`config.mk`:
```
export PLATFORM = sky130hd
export DESIGN_NAME = lsu_mem_ctrl
export DESIGN_NICKNAME = d
export VERILOG_FILES = /design/src/rtl/lsu_mem_ctrl_pkg.sv /design/src/rtl/lsu_mem_ctrl_load_ext.sv /design/src/rtl/lsu_mem_ctrl.sv
export SDC_FILE = /design/constraint.sdc
export NUM_CORES = 1
export LEC_CHECK = 0
export CAP_MARGIN = 20
export CORE_ASPECT_RATIO = 0.9
export CORE_MARGIN = 2
export CORE_UTILIZATION = 46
export CTS_BUF_LIST = sky130_fd_sc_hd__clkbuf_4
export DETAILED_ROUTE_END_ITERATION = 8
export PLACE_DENSITY = 0.88
export SYNTH_ARGS = -nofsm -noshare
export SYNTH_HDL_FRONTEND = slang
export SYNTH_SLANG_ARGS = --single-unit
```
`constraint.sdc`:
```
create_clock -name clk -period 4.4 [get_ports clk]
set_input_delay 0.88 -clock clk [delete_from_list [all_inputs] [get_ports clk]]
set_output_delay 0.88 -clock clk [all_outputs]
set_load 0.05 [all_outputs]
```
`src/rtl/lsu_mem_ctrl_pkg.sv`:
```
// lsu_mem_ctrl_pkg: access-type codes, bus size encodings and FSM states shared by the load/store unit.
package lsu_mem_ctrl_pkg;
  localparam logic [2:0] LB_TYPE  = 3'd0;
  localparam logic [2:0] LBU_TYPE = 3'd1;
  localparam logic [2:0] LH_TYPE  = 3'd2;
  localparam logic [2:0] LHU_TYPE = 3'd3;
  localparam logic [2:0] LW_TYPE  = 3'd4;
  localparam logic [2:0] SB_TYPE  = 3'd5;
  localparam logic [2:0] SH_TYPE  = 3'd6;
  localparam logic [2:0] SW_TYPE  = 3'd7;
  localparam logic [1:0] SIZE_B = 2'd0;
  localparam logic [1:0] SIZE_H = 2'd1;
  localparam logic [1:0] SIZE_W = 2'd2;
  typedef enum logic [1:0] {S_IDLE = 2'd0, S_REQ = 2'd1, S_WAIT = 2'd2, S_DONE = 2'd3} lsu_state_e;
  function automatic logic [1:0] ls_size(input logic [2:0] t);
    return (t == LB_TYPE || t == LBU_TYPE || t == SB_TYPE) ? SIZE_B :
           (t == LH_TYPE || t == LHU_TYPE || t == SH_TYPE) ? SIZE_H : SIZE_W;
  endfunction
endpackage

```
`src/rtl/lsu_mem_ctrl_load_ext.sv`:
```
// lsu_load_ext: selects the addressed byte/halfword of a bus word and sign- or zero-extends it.
module lsu_load_ext
  import lsu_mem_ctrl_pkg::*;
(
  input  logic [31:0] rdata,
  input  logic [1:0]  addr_lo,
  input  logic [2:0]  l_s_type,
  output logic [31:0] result
);
  logic [7:0]  b;
  logic [15:0] h;
  assign b = rdata[{addr_lo, 3'b000} +: 8];
  assign h = addr_lo[1] ? rdata[31:16] : rdata[15:0];
  assign result = l_s_type == LB_TYPE  ? {{24{b[7]}}, b} :
                  l_s_type == LBU_TYPE ? {24'd0, b} :
                  l_s_type == LH_TYPE  ? {{16{h[15]}}, h} :
                  l_s_type == LHU_TYPE ? {16'd0, h} : rdata;
endmodule

```
`src/rtl/lsu_mem_ctrl.sv`:
```
// lsu_mem_ctrl: MEM-stage load/store controller on an SRAM-like bus; ADDR_EXC_EN enables address-error exceptions.
module lsu_mem_ctrl
  import lsu_mem_ctrl_pkg::*;
#(
  parameter int ADDR_W = 32,
  parameter int DATA_W = 32
) (
  input  logic                  clk,
  input  logic                  resetn,
  input  logic                  mem_valid,
  input  logic [2:0]            l_s_type,
  input  logic                  memwrite,
  input  logic                  memtoreg,
  input  logic [ADDR_W-1:0]     mem_addr,
  input  logic [DATA_W-1:0]     mem_wdata,
  input  logic                  flush,
  output logic                  mem_stall,
  output logic [DATA_W-1:0]     mem_rdata,
  output logic                  mem_done,
  output logic                  exc_adel,
  output logic                  exc_ades,
  output logic [ADDR_W-1:0]     badvaddr,
  output logic                  data_req,
  output logic                  data_wr,
  output logic [1:0]            data_size,
  output logic [ADDR_W-1:0]     data_addr,
  output logic [DATA_W-1:0]     data_wdata,
  output logic [DATA_W/8-1:0]   data_wstrb,
  input  logic                  data_addr_ok,
  input  logic [DATA_W-1:0]     data_rdata,
  input  logic                  data_data_ok
);
  lsu_state_e state, state_nxt;
  logic addr_exc, start, cancel, cancel_eff, take;
  logic [1:0] size_in;
  logic [ADDR_W-1:0] addr_in;
  logic [DATA_W-1:0] wdata_in, ext;
  logic [DATA_W/8-1:0] wstrb_in;
  logic [2:0] type_q;
  assign size_in = ls_size(l_s_type);
`ifdef ADDR_EXC_EN
  assign addr_exc = mem_valid & (memwrite | memtoreg) &
                    (size_in == SIZE_H ? mem_addr[0] : size_in == SIZE_W ? |mem_addr[1:0] : 1'b0);
  assign exc_adel = addr_exc & ~memwrite;
  assign exc_ades = addr_exc & memwrite;
  assign badvaddr = addr_exc ? mem_addr : '0;
  assign addr_in  = mem_addr;
`else
  assign addr_exc = 1'b0;
  assign exc_adel = 1'b0;
  assign exc_ades = 1'b0;
  assign badvaddr = '0;
  // Misaligned halfword/word addresses are silently rounded down.
  assign addr_in  = size_in == SIZE_H ? {mem_addr[ADDR_W-1:1], 1'b0} :
                    size_in == SIZE_W ? {mem_addr[ADDR_W-1:2], 2'b00} : mem_addr;
`endif
  assign start      = mem_valid & (memwrite | memtoreg) & ~flush & ~addr_exc;
  assign cancel_eff = cancel | flush;
  assign wdata_in   = size_in == SIZE_B ? {4{mem_wdata[7:0]}} :
                      size_in == SIZE_H ? {2{mem_wdata[15:0]}} : mem_wdata;
  assign wstrb_in   = !memwrite ? 4'b0000 :
                      size_in == SIZE_B ? 4'b0001 << addr_in[1:0] :
                      size_in == SIZE_H ? (addr_in[1] ? 4'b1100 : 4'b0011) : 4'b1111;
  assign take = data_data_ok & ~cancel_eff & ~data_wr &
                ((state == S_REQ & data_addr_ok) | state == S_WAIT);
  lsu_load_ext u_ext (
    .rdata    (data_rdata),
    .addr_lo  (data_addr[1:0]),
    .l_s_type (type_q),
    .result   (ext)
  );
  always_ff @(posedge clk or negedge resetn)
    if (!resetn) state <= S_IDLE;
    else state <= state_nxt;
  always_comb begin
    state_nxt = state;
    case (state)
      S_IDLE:  state_nxt = start ? S_REQ : S_IDLE;
      S_REQ:   state_nxt = !data_addr_ok ? S_REQ : !data_data_ok ? S_WAIT : cancel_eff ? S_IDLE : S_DONE;
      S_WAIT:  state_nxt = !data_data_ok ? S_WAIT : cancel_eff ? S_IDLE : S_DONE;
      default: state_nxt = S_IDLE;
    endcase
  end
  always_comb begin
    data_req  = state == S_REQ;
    mem_done  = state == S_DONE;
    mem_stall = state == S_IDLE ? start : state != S_DONE;
  end
  always_ff @(posedge clk or negedge resetn)
    if (!resetn) begin
      cancel     <= 1'b0;
      data_addr  <= '0;
      data_size  <= SIZE_B;
      data_wr    <= 1'b0;
      data_wdata <= '0;
      data_wstrb <= '0;
      type_q     <= LB_TYPE;
      mem_rdata  <= '0;
    end else begin
      // A flushed access still has to drain its outstanding bus response.
      cancel <= (state == S_REQ || state == S_WAIT) && state_nxt != S_IDLE && cancel_eff;
      if (state == S_IDLE && start) begin
        data_addr  <= addr_in;
        data_size  <= size_in;
        data_wr    <= memwrite;
        data_wdata <= wdata_in;
        data_wstrb <= wstrb_in;
        type_q     <= l_s_type;
      end
      if (take) mem_rdata <= ext;
    end
endmodule

```
==> impl_metrics.toml, run 1 <==
[clock_tree]
cts_tree = "yes"
clk_pin_slew_ns = 0.17
cts_buffer_depth = 2
insertion_delay_ns = 0.48
cts_inserted_buffers = 9
cts.sinks = 109
cts_setup_buffers = 0
cts_hold_buf = 0
h-tree-depth = 3
cts_root_buf = "clkbuf_4"
post_cts_resize_count = 0

[sta]
finalSetupViolations = 0
rsz0062_at_grt = "false"
period_minus_slack_ns = 3.51
tns_ns = 0
tightest_slew_ns = 1.00
hold_slack_ns = 0.312
finalHoldViolations = 0
slew_headroom = 0.329
fin_skew_ns = 0.0152
period_share = 0.797
drv_slew = 0
fmax_mhz = 285

[synth]
synth_cell_types = 39
synth.most_common_cell = "nand2_1"
async_reset_ff_frac = 1.00
syn_area_mm2 = 0.00538
yosysTopAreaCell = "dfrtp_1"
netlist_instances = 574
synth_warnings = 0
synth_edf_count = 0
ys_seq_elements = 109
ys_top_cells_by_count = "182 x nand2_1, 109 x dfrtp_1, 51 x o21ai_0, 34 x buf_4, 24 x nor2_1"
synth_area_leaders = "dfrtp_1 51%, nand2_1 13%, o21ai_0 4.7%, buf_4 4.7%, mux2i_1 4.3%"
synth_top_area_share = 0.507
synth_area_per_cell_um2 = 9.37
ys.flop_type = "dfrtp_1"
yosysSeqAreaShare = 0.507

[setup_path]
cp_common_cell = "clkdlybuf4s50_1"
crit_path_start_kind = "input pin"
path_buf_inv = 2
cp.required_ns = 3.52
reg2reg_from = "data_addr[0]"
slowest_delay_ns = 0.82
crit_start = "flush"
path_max_fanout = 3
crit_slowest_cell = "clkdlybuf4s50_1"
crit_family = "buffers and inverters"
path_cells = "clkdlybuf4s50_1, and3b_1, o21ai_4, o21ai_0, clkdlybuf4s50_1"
worstPathArrival_ns = 2.63
end_kind = "output port"
crit_type = "input pin to output port"

[placement]
globalplace.congestion = 0.928
hpwl_mm = 11.6
io_buffer_count = 212
dp_cells = 916

[detailed_routing]
wl_mm = 15.5
num_vias = 4849
firstDrtPassIters = 5
route.detailed.wl_per_inst_um = 16.6
ant_nets = 0
drc = 0
drt_iter0_markers = 378
vias_per_cell = 5.20

[grt]
grt_pass1_wl_mm = 24.4
met1_usage = 0.307
grt_pass1_vias = 4757
antenna_found_initial = 0
grt_usage = 0.246
grt_overflow = 0
met2_usage = 0.418
grt_start_max_net_pins = 80
busiest_layer = "met2"
grtUsageMet3 = 0.0691

[power]
clock_power_share = 0.081
p_int_uw = 3000
switchingPower_uw = 3390
p_per_area_mw_per_mm2 = 836
combPwrFrac = 0.632
ir_drop_mv = 0.489
p_leak_uw = 0.00349
seq_power_share = 0.287
swShare = 0.530

[die]
core_mm2 = 0.0114
ios = 247
rows = 37
initial_core_util = 0.471
dieArea_mm2 = 0.0126
die_h_um = 107
die_w_um = 118

[cells_and_area]
area_growth_pct = 42.3
final.fill_count = 892
drive_gt1_frac = 0.0463
antenna_cells = 0
stdcell_count = 933
nNetsFinal = 883

[run]
cap_viol_max_count = 0

[outcome]
outcome = "finished clean"

[min_path]
hp-class = "input pin to asynchronous set/reset pin"
-- cells in the final DEF, fill, tap and decap left out, types with 2 or more instances in the layout --
cell type and instances:
a21o_1 2, buf_4 8, clkdlybuf4s50_1 211, o21a_1 15
o211ai_1 7, clkinv_2 2, a31oi_1 9, o21ai_0 50
mux2_2 3, nor2_1 23, nand2_1 182, a21oi_1 20
ha_1 4, nor2b_1 12, inv_1 6, nand3_1 2
mux2i_1 23, conb_1 34, a211oi_1 8, o22a_1 6
clkbuf_4 9, clkinv_4 2, mux4_1 7, dfrtp_1 109
-- power groups by stage --
stage / Sequential [uW] / Clock (uW) / Combinational (uW)
6_report: 1830 / 519 / 4040
5_1_grt: 1900 / 575 / 4240
4_1_cts: 1830 / 535 / 4060
3_5_place_dp: 1850 / 0 / 4050
3_3_place_gp: 1820 / 0 / 3970
2_1_floorplan: 3460 / 0 / 1040
-- logic make-up after synthesis --
family,share of synthesized area
AOI/OAI and AO/OA,0.147
xor gates and xnor gates,0.00163
adders and majority gates,0.00930
buffers and inverters,0.0784
DFF,0.507
muxes,0.0874
other,0.000697
and+or+nand+nor,0.169
-- worst reg2reg max path, stage by stage (launching register included) --
cell	delay, ns
dfrtp_1	0.70
mux4_2	0.64
a311oi_4	0.76
o21ai_0	0.29
o21a_1	0.18
-- flip-flops by register name (all words and copies together) (netlist names) --
signal / cells
data_addr: 32
data_wdata: 32
mem_rdata: 32
data_wstrb: 4
type_q: 3
data_size: 2
state: 2
cancel: 1
data_wr: 1
-- per-layer routing --
layer	wire length, um	vias up
li1	-	2266
met1	6280	2373
met2	7890	188
met3	1050	22
met4	236	0
met5	0	-
-- metrics by stage --
step	util	total power (uW)	area, um2	setup slack [ns]
finish	0.670	6400	7660	0.894
global route	0.670	6720	7660	0.863
CTS	0.667	6430	7630	0.904
detailed placement	0.655	5900	7490	0.910
global placement	0.655	5790	7490	0.938
floorplan	-	4500	5500	1.22
-- final timing paths --
kind / to / slack (ns) / cells past startpoint
max in group asynchronous: mem_rdata[0] / 3.31 / 2
min reg2reg: data_addr[20] / 0.50 / 2
min in group clk: data_addr[20] / 0.50 / 2
max reg2reg: mem_rdata[9] / 1.75 / 4
min: data_addr[2] / 0.31 / 1
max: mem_stall / 0.89 / 5
-- cell type report --
| cell class | count | area (um2) | area share |
|---|---|---|---|
| Clock buffer | 9 | 67.6 | 0.00882 |
| Clock inverter | 7 | 73.8 | 0.00964 |
| Inverter | 6 | 22.5 | 0.00294 |
| Multi-Input combinational cell | 426 | 2370 | 0.310 |
| Sequential cell | 109 | 2730 | 0.356 |
| Tap cell | 156 | 195 | 0.0255 |
| Timing Repair Buffer | 220 | 2200 | 0.287 |
No activity file was read; power rests on OpenSTA's default activity.
==> inputs of run 2 (changes only) <==
--- a/config.mk
+++ b/config.mk
@@ -8,10 +8,10 @@
 export CAP_MARGIN = 20
 export CORE_ASPECT_RATIO = 0.9
 export CORE_MARGIN = 2
-export CORE_UTILIZATION = 46
+export CORE_UTILIZATION = 39
 export CTS_BUF_LIST = sky130_fd_sc_hd__clkbuf_4
 export DETAILED_ROUTE_END_ITERATION = 8
-export PLACE_DENSITY = 0.88
+export PLACE_DENSITY = 0.79
 export SYNTH_ARGS = -nofsm -noshare
 export SYNTH_HDL_FRONTEND = slang
 export SYNTH_SLANG_ARGS = --single-unit
==> constraint.sdc (replaced) <==
create_clock -name clk -period 3.1 [get_ports clk]
set_input_delay 0.62 -clock clk [delete_from_list [all_inputs] [get_ports clk]]
set_output_delay 0.62 -clock clk [all_outputs]
set_load 0.05 [all_outputs]
==> run 2 against run 1 <==
Against the previous run:
- via count shrank 3.1%
- cell area increased by 0.95%
- critical path type is now flop to output port
- highest routed layer unchanged
- sequential power is 40% higher
==> impl_metrics.toml, run 2 (synthesized netlist as in run 1, its figures left out) <==
[grt]
antenna_found_initial = 0
met1_usage = 0.276
busiest_layer = "met2"
met2_usage = 0.327
grt_start_max_net_pins = 110
grt_pass1_wl_mm = 24.1
grt_overflow = 0
grtUsageMet3 = 0.0706
grt_usage = 0.209
grt_pass1_vias = 4543

[setup_path]
crit_type = "flop to output port"
cp.required_ns = 2.48
crit_slowest_cell = "clkdlybuf4s50_1"
cp_num_cells = 1
crit_family = "buffers and inverters"
slowest_delay_ns = 0.91
worstPathArrival_ns = 2.13
path_buf_inv = 1
crit_path_start_kind = "flop"
reg2regPathDepth = 5
end_kind = "output port"
path_cells = "clkdlybuf4s50_1"
path_max_fanout = 14

[cells_and_area]
area_growth_pct = 43.7
seq_area_mm2 = 0.00273
final_common_cell = "clkdlybuf4s50_1"
nNetsFinal = 888
layout_common_cells = "210 x clkdlybuf4s50_1, 182 x nand2_1, 109 x dfrtp_1"
top_regs = "data_addr (32), data_wdata (32), mem_rdata (32)"
multi_input_area_mm2 = 0.00237
final.fill_count = 1214
stdcell_count = 950
drive_gt1_frac = 0.0525

[sta]
drv_slew = 0
fmax_mhz = 364
tns_ns = 0
slew_headroom = 0.548
period_minus_slack_ns = 2.75
rsz0062_at_grt = "false"
fin_skew_ns = 0.0145
period_share = 0.887
finalHoldViolations = 0
tightest_slew_ns = 0.679
finalSetupViolations = 0

[placement]
dp_cells = 934
hpwl_mm = 11.0
globalplace.congestion = 0.838
io_buffer_count = 212

[power]
switchingPower_uw = 4750
p_leak_uw = 0.00352
ir_drop_mv = 0.961
p_int_uw = 4350
total_power_uw = 9100
seq_power_share = 0.282
clock_power_share = 0.088
swShare = 0.522
p_per_area_mw_per_mm2 = 1180
combPwrFrac = 0.630

[clock_tree]
h-tree-depth = 3
cts_buffer_depth = 2
post_cts_resize_count = 0
cts.sinks = 109
clk_pin_slew_ns = 0.16
cts_inserted_buffers = 9
insertion_delay_ns = 0.48
cts_tree = "yes"
cts_setup_buffers = 0
cts_root_buf = "clkbuf_4"
cts_hold_buf = 0

[detailed_routing]
ant_nets = 0
wl_mm = 15.0
drc = 0
route.detailed.wl_per_inst_um = 15.8
num_vias = 4701
firstDrtPassIters = 4
drt_iter0_markers = 277
vias_per_cell = 4.95

[die]
rows = 40
die_w_um = 128
dieArea_mm2 = 0.0148
ios = 247
die_h_um = 115
core_mm2 = 0.0134
initial_core_util = 0.401

[outcome]
outcome = "finished clean"

[min_path]
hp-class = "input pin to asynchronous set/reset pin"

[run]
cap_viol_max_count = 0
==> run 2: cell types whose count changed in the layout (fill, tap and decap cells not counted), sizes merged <==
cell           before  now
buf                 9   15
clkinv              4    2
bufinv              1    2
clkdlybuf4s50     211  210
clkinvlp            1    2
diode               0    1
inv                 7    6
==> run 2: path summary, 6_finish.rpt <==
path | startpoint | end | slack, ns
min | resetn | data_wdata[26] | 0.12
min in group clk | data_addr[16] | data_addr[16] | 0.49
max in group asynchronous | resetn | data_wdata[13] | 2.44
min reg2reg | data_addr[16] | data_addr[16] | 0.49
max reg2reg | data_addr[1] | mem_rdata[9] | 1.03
max | data_addr[1] | data_addr[1] | 0.35
==> run 2: layout make-up <==
type / instances / area share
Multi-Input combinational cell: 426 / 0.307
Clock inverter: 6 / 0.0115
Timing Repair Buffer: 225 / 0.290
Inverter: 6 / 0.00291
Antenna cell: 1 / 0.000324
Clock buffer: 9 / 0.00874
Sequential cell: 109 / 0.353
Tap cell: 168 / 0.0272
==> run 2: per-layer routing <==
layer / up-vias / share of wire / wire length, um
li1: 2276 / - / -
met1: 2224 / 0.42 / 6360
met2: 172 / 0.47 / 7100
met3: 29 / 0.076 / 1150
met4: 0 / 0.024 / 359
met5: - / 0 / 0
==> run 2: stage by stage <==
step / hold WS [ns] / worst slack, ns / util / cell area (um2)
2_1_floorplan: 0.324 / 0.444 / - / 5500
3_3_place_gp: 0.457 / 0.574 / 0.564 / 7570
3_5_place_dp: 0.462 / 0.561 / 0.564 / 7570
4_1_cts: 0.168 / 0.314 / 0.576 / 7730
5_1_grt: 0.176 / 0.254 / 0.576 / 7730
6_report: 0.121 / 0.351 / 0.576 / 7730
==> run 2: power by group through the flow <==
| stage | Sequential (uW) | Clock (uW) | Combinational (uW) |
|---|---|---|---|
| floorplan | 4900 | 0 | 1480 |
| global placement | 2580 | 0 | 5720 |
| detailed placement | 2590 | 0 | 5760 |
| CTS | 2570 | 843 | 5770 |
| global route | 2660 | 903 | 6070 |
| finish | 2560 | 805 | 5730 |
==> inputs of run 3 (changes only) <==
==> constraint.sdc (replaced) <==
create_clock -name clk -period 3.1 [get_ports clk]
set_input_delay 0.62 -clock clk [delete_from_list [all_inputs] [get_ports clk]]
set_output_delay 0.62 -clock clk [all_outputs]
set_load 0.01 [all_outputs]
==> run 3 against run 2 <==
Against the previous run:
- register-to-register slack worse by 0.23 ns
- sequential power barely moved
- hold slack got worse by 0.0055 ns
- fmax shrank 1.5%
- wire length increased by 0.39%
- clock power is 6.6% lower
- flip-flop and latch count unchanged
- critical path type unchanged
- largest cell class unchanged
- largest power group unchanged
==> impl_metrics.toml, run 3 (synthesized netlist as in run 1, its figures left out) <==
[sta]
fin_skew_ns = 0.0226
tns_ns = 0
finalSetupViolations = 0
period_minus_slack_ns = 2.79
finalHoldViolations = 0
slew_headroom = 0.520
tightest_slew_ns = 0.719
fmax_mhz = 358
drv_slew = 0
period_share = 0.900
rsz0062_at_grt = "false"

[clock_tree]
cts.sinks = 109
h-tree-depth = 3
post_cts_resize_count = 0
cts_root_buf = "clkbuf_4"
cts_tree = "yes"
cts_hold_buf = 0
insertion_delay_ns = 0.51
cts_inserted_buffers = 9
cts_setup_buffers = 0
clk_pin_slew_ns = 0.20
cts_buffer_depth = 2

[cells_and_area]
layout_common_cells = "211 x clkdlybuf4s50_1, 182 x nand2_1, 109 x dfrtp_1"
design_area_mm2 = 0.00772
top_regs = "data_addr (32), data_wdata (32), mem_rdata (32)"
area_growth_pct = 43.4
final.fill_count = 1173
drive_gt1_frac = 0.0488
final_common_cell = "clkdlybuf4s50_1"
nNetsFinal = 885

[grt]
grt_pass1_wl_mm = 24.1
grt_usage = 0.208
antenna_found_initial = 0
grt_start_max_net_pins = 110
grt_overflow = 0
grt_pass1_vias = 4559

[power]
clock_power_share = 0.110
ir_drop_mv = 0.495
p_int_uw = 4230
switchingPower_uw = 2610
seq_power_share = 0.376
p_leak_uw = 0.00351
combPwrFrac = 0.514
swShare = 0.381
p_per_area_mw_per_mm2 = 887

[min_path]
hp-class = "input pin to asynchronous set/reset pin"

[detailed_routing]
met1_length_mm = 6.49
ant_nets = 0
wl_met2_mm = 7.31
route.detailed.wl_per_inst_um = 15.9
drc = 0
vias_per_cell = 4.92
drt_iter0_markers = 365
firstDrtPassIters = 6
num_vias = 4661
wl_met3_mm = 1.02
wl_mm = 15.0
top_layer_used = "met4"

[placement]
place_area_mm2 = 0.00756
globalplace.congestion = 0.874
io_buffer_count = 212
hpwl_mm = 11.0

[setup_path]
slowest_delay_ns = 0.56
cp.required_ns = 2.48
crit_slowest_cell = "clkdlybuf4s50_1"
path_max_fanout = 6
end_kind = "output port"
crit_path_start_kind = "flop"
crit_type = "flop to output port"
worstPathArrival_ns = 2.17
path_cells = "inv_1, ha_1, and3b_1, o21ai_4, o21ai_0, clkdlybuf4s50_1"

[die]
die_h_um = 115
initial_core_util = 0.401
dieArea_mm2 = 0.0148
core_mm2 = 0.0134
ios = 247
rows = 40
die_w_um = 128

[run]
cap_viol_max_count = 0

[outcome]
outcome = "finished clean"
-- run 3: changes by cell type in the layout (fill, tap and decap cells not counted), moves of 2 or more --
cell / delta
clkinv_8: +2
clkinvlp_4: -2
inv_8: +3
inv_6: +2
buf_4: -5
bufinv_16: -2
-- run 3: cell type report --
| cell class | count | area [um2] | area share |
|---|---|---|---|
| Multi-Input combinational cell | 426 | 2370 | 0.307 |
| Inverter | 6 | 22.5 | 0.00292 |
| Tap cell | 168 | 210 | 0.0272 |
| Clock inverter | 7 | 83.8 | 0.0109 |
| Antenna cell | 1 | 2.50 | 0.000324 |
| Sequential cell | 109 | 2730 | 0.353 |
| Timing Repair Buffer | 222 | 2230 | 0.289 |
| Clock buffer | 9 | 67.6 | 0.00876 |
-- run 3: through the flow --
step                      utilization  hold WS (ns)  power (uW)  cells  setup WS, ns
after floorplan                     -         0.324        4190    607         0.815
after global placement          0.564         0.457        6060    931         0.390
after detailed placement        0.564         0.463        6140    931         0.367
after CTS                       0.575         0.142        6910    947         0.261
after global routing            0.575         0.112        7360    947         0.154
final                           0.575         0.116        6840    948         0.309
-- run 3: path summary, 6_finish.rpt --
path                          startpoint             to  slack (ns)  cells after the start
setup reg to reg            data_addr[0]  mem_rdata[12]        0.80                      4
hold reg to reg            data_wstrb[1]  data_wstrb[1]        0.50                      2
hold / removal                    resetn  data_addr[30]        0.12                      2
setup / recovery                state[0]      mem_stall        0.31                      6
max in group asynchronous         resetn   mem_rdata[9]        2.51                      2
min in group clk           data_wstrb[1]  data_wstrb[1]        0.50                      2
-- run 3: power by group through the flow --
stage               Sequential, uW  Combinational (uW)  Clock (uW)
floorplan                     2850                1340           0
global placement              2590                3480           0
detailed placement            2600                3540           0
CTS                           2580                3550         784
global route                  2680                3830         844
finish                        2570                3520         752
-- run 3: worst max-delay path: cells and delay by family (launching register included) --
kind	cells	cell delay (ns)
DFF	1	0.44
adders and majority gates	1	0.16
AOI/OAI and AO/OA	2	0.19
and+or+nand+nor	1	0.25
buffers and inverters	2	0.65
-- run 3: layer usage --
layer | vias to the layer above | global-route usage
met4 | 0 | 0.0498
li1 | 2272 | -
met1 | 2214 | 0.270
met2 | 159 | 0.340
met3 | 16 | 0.0693
met5 | - | 0
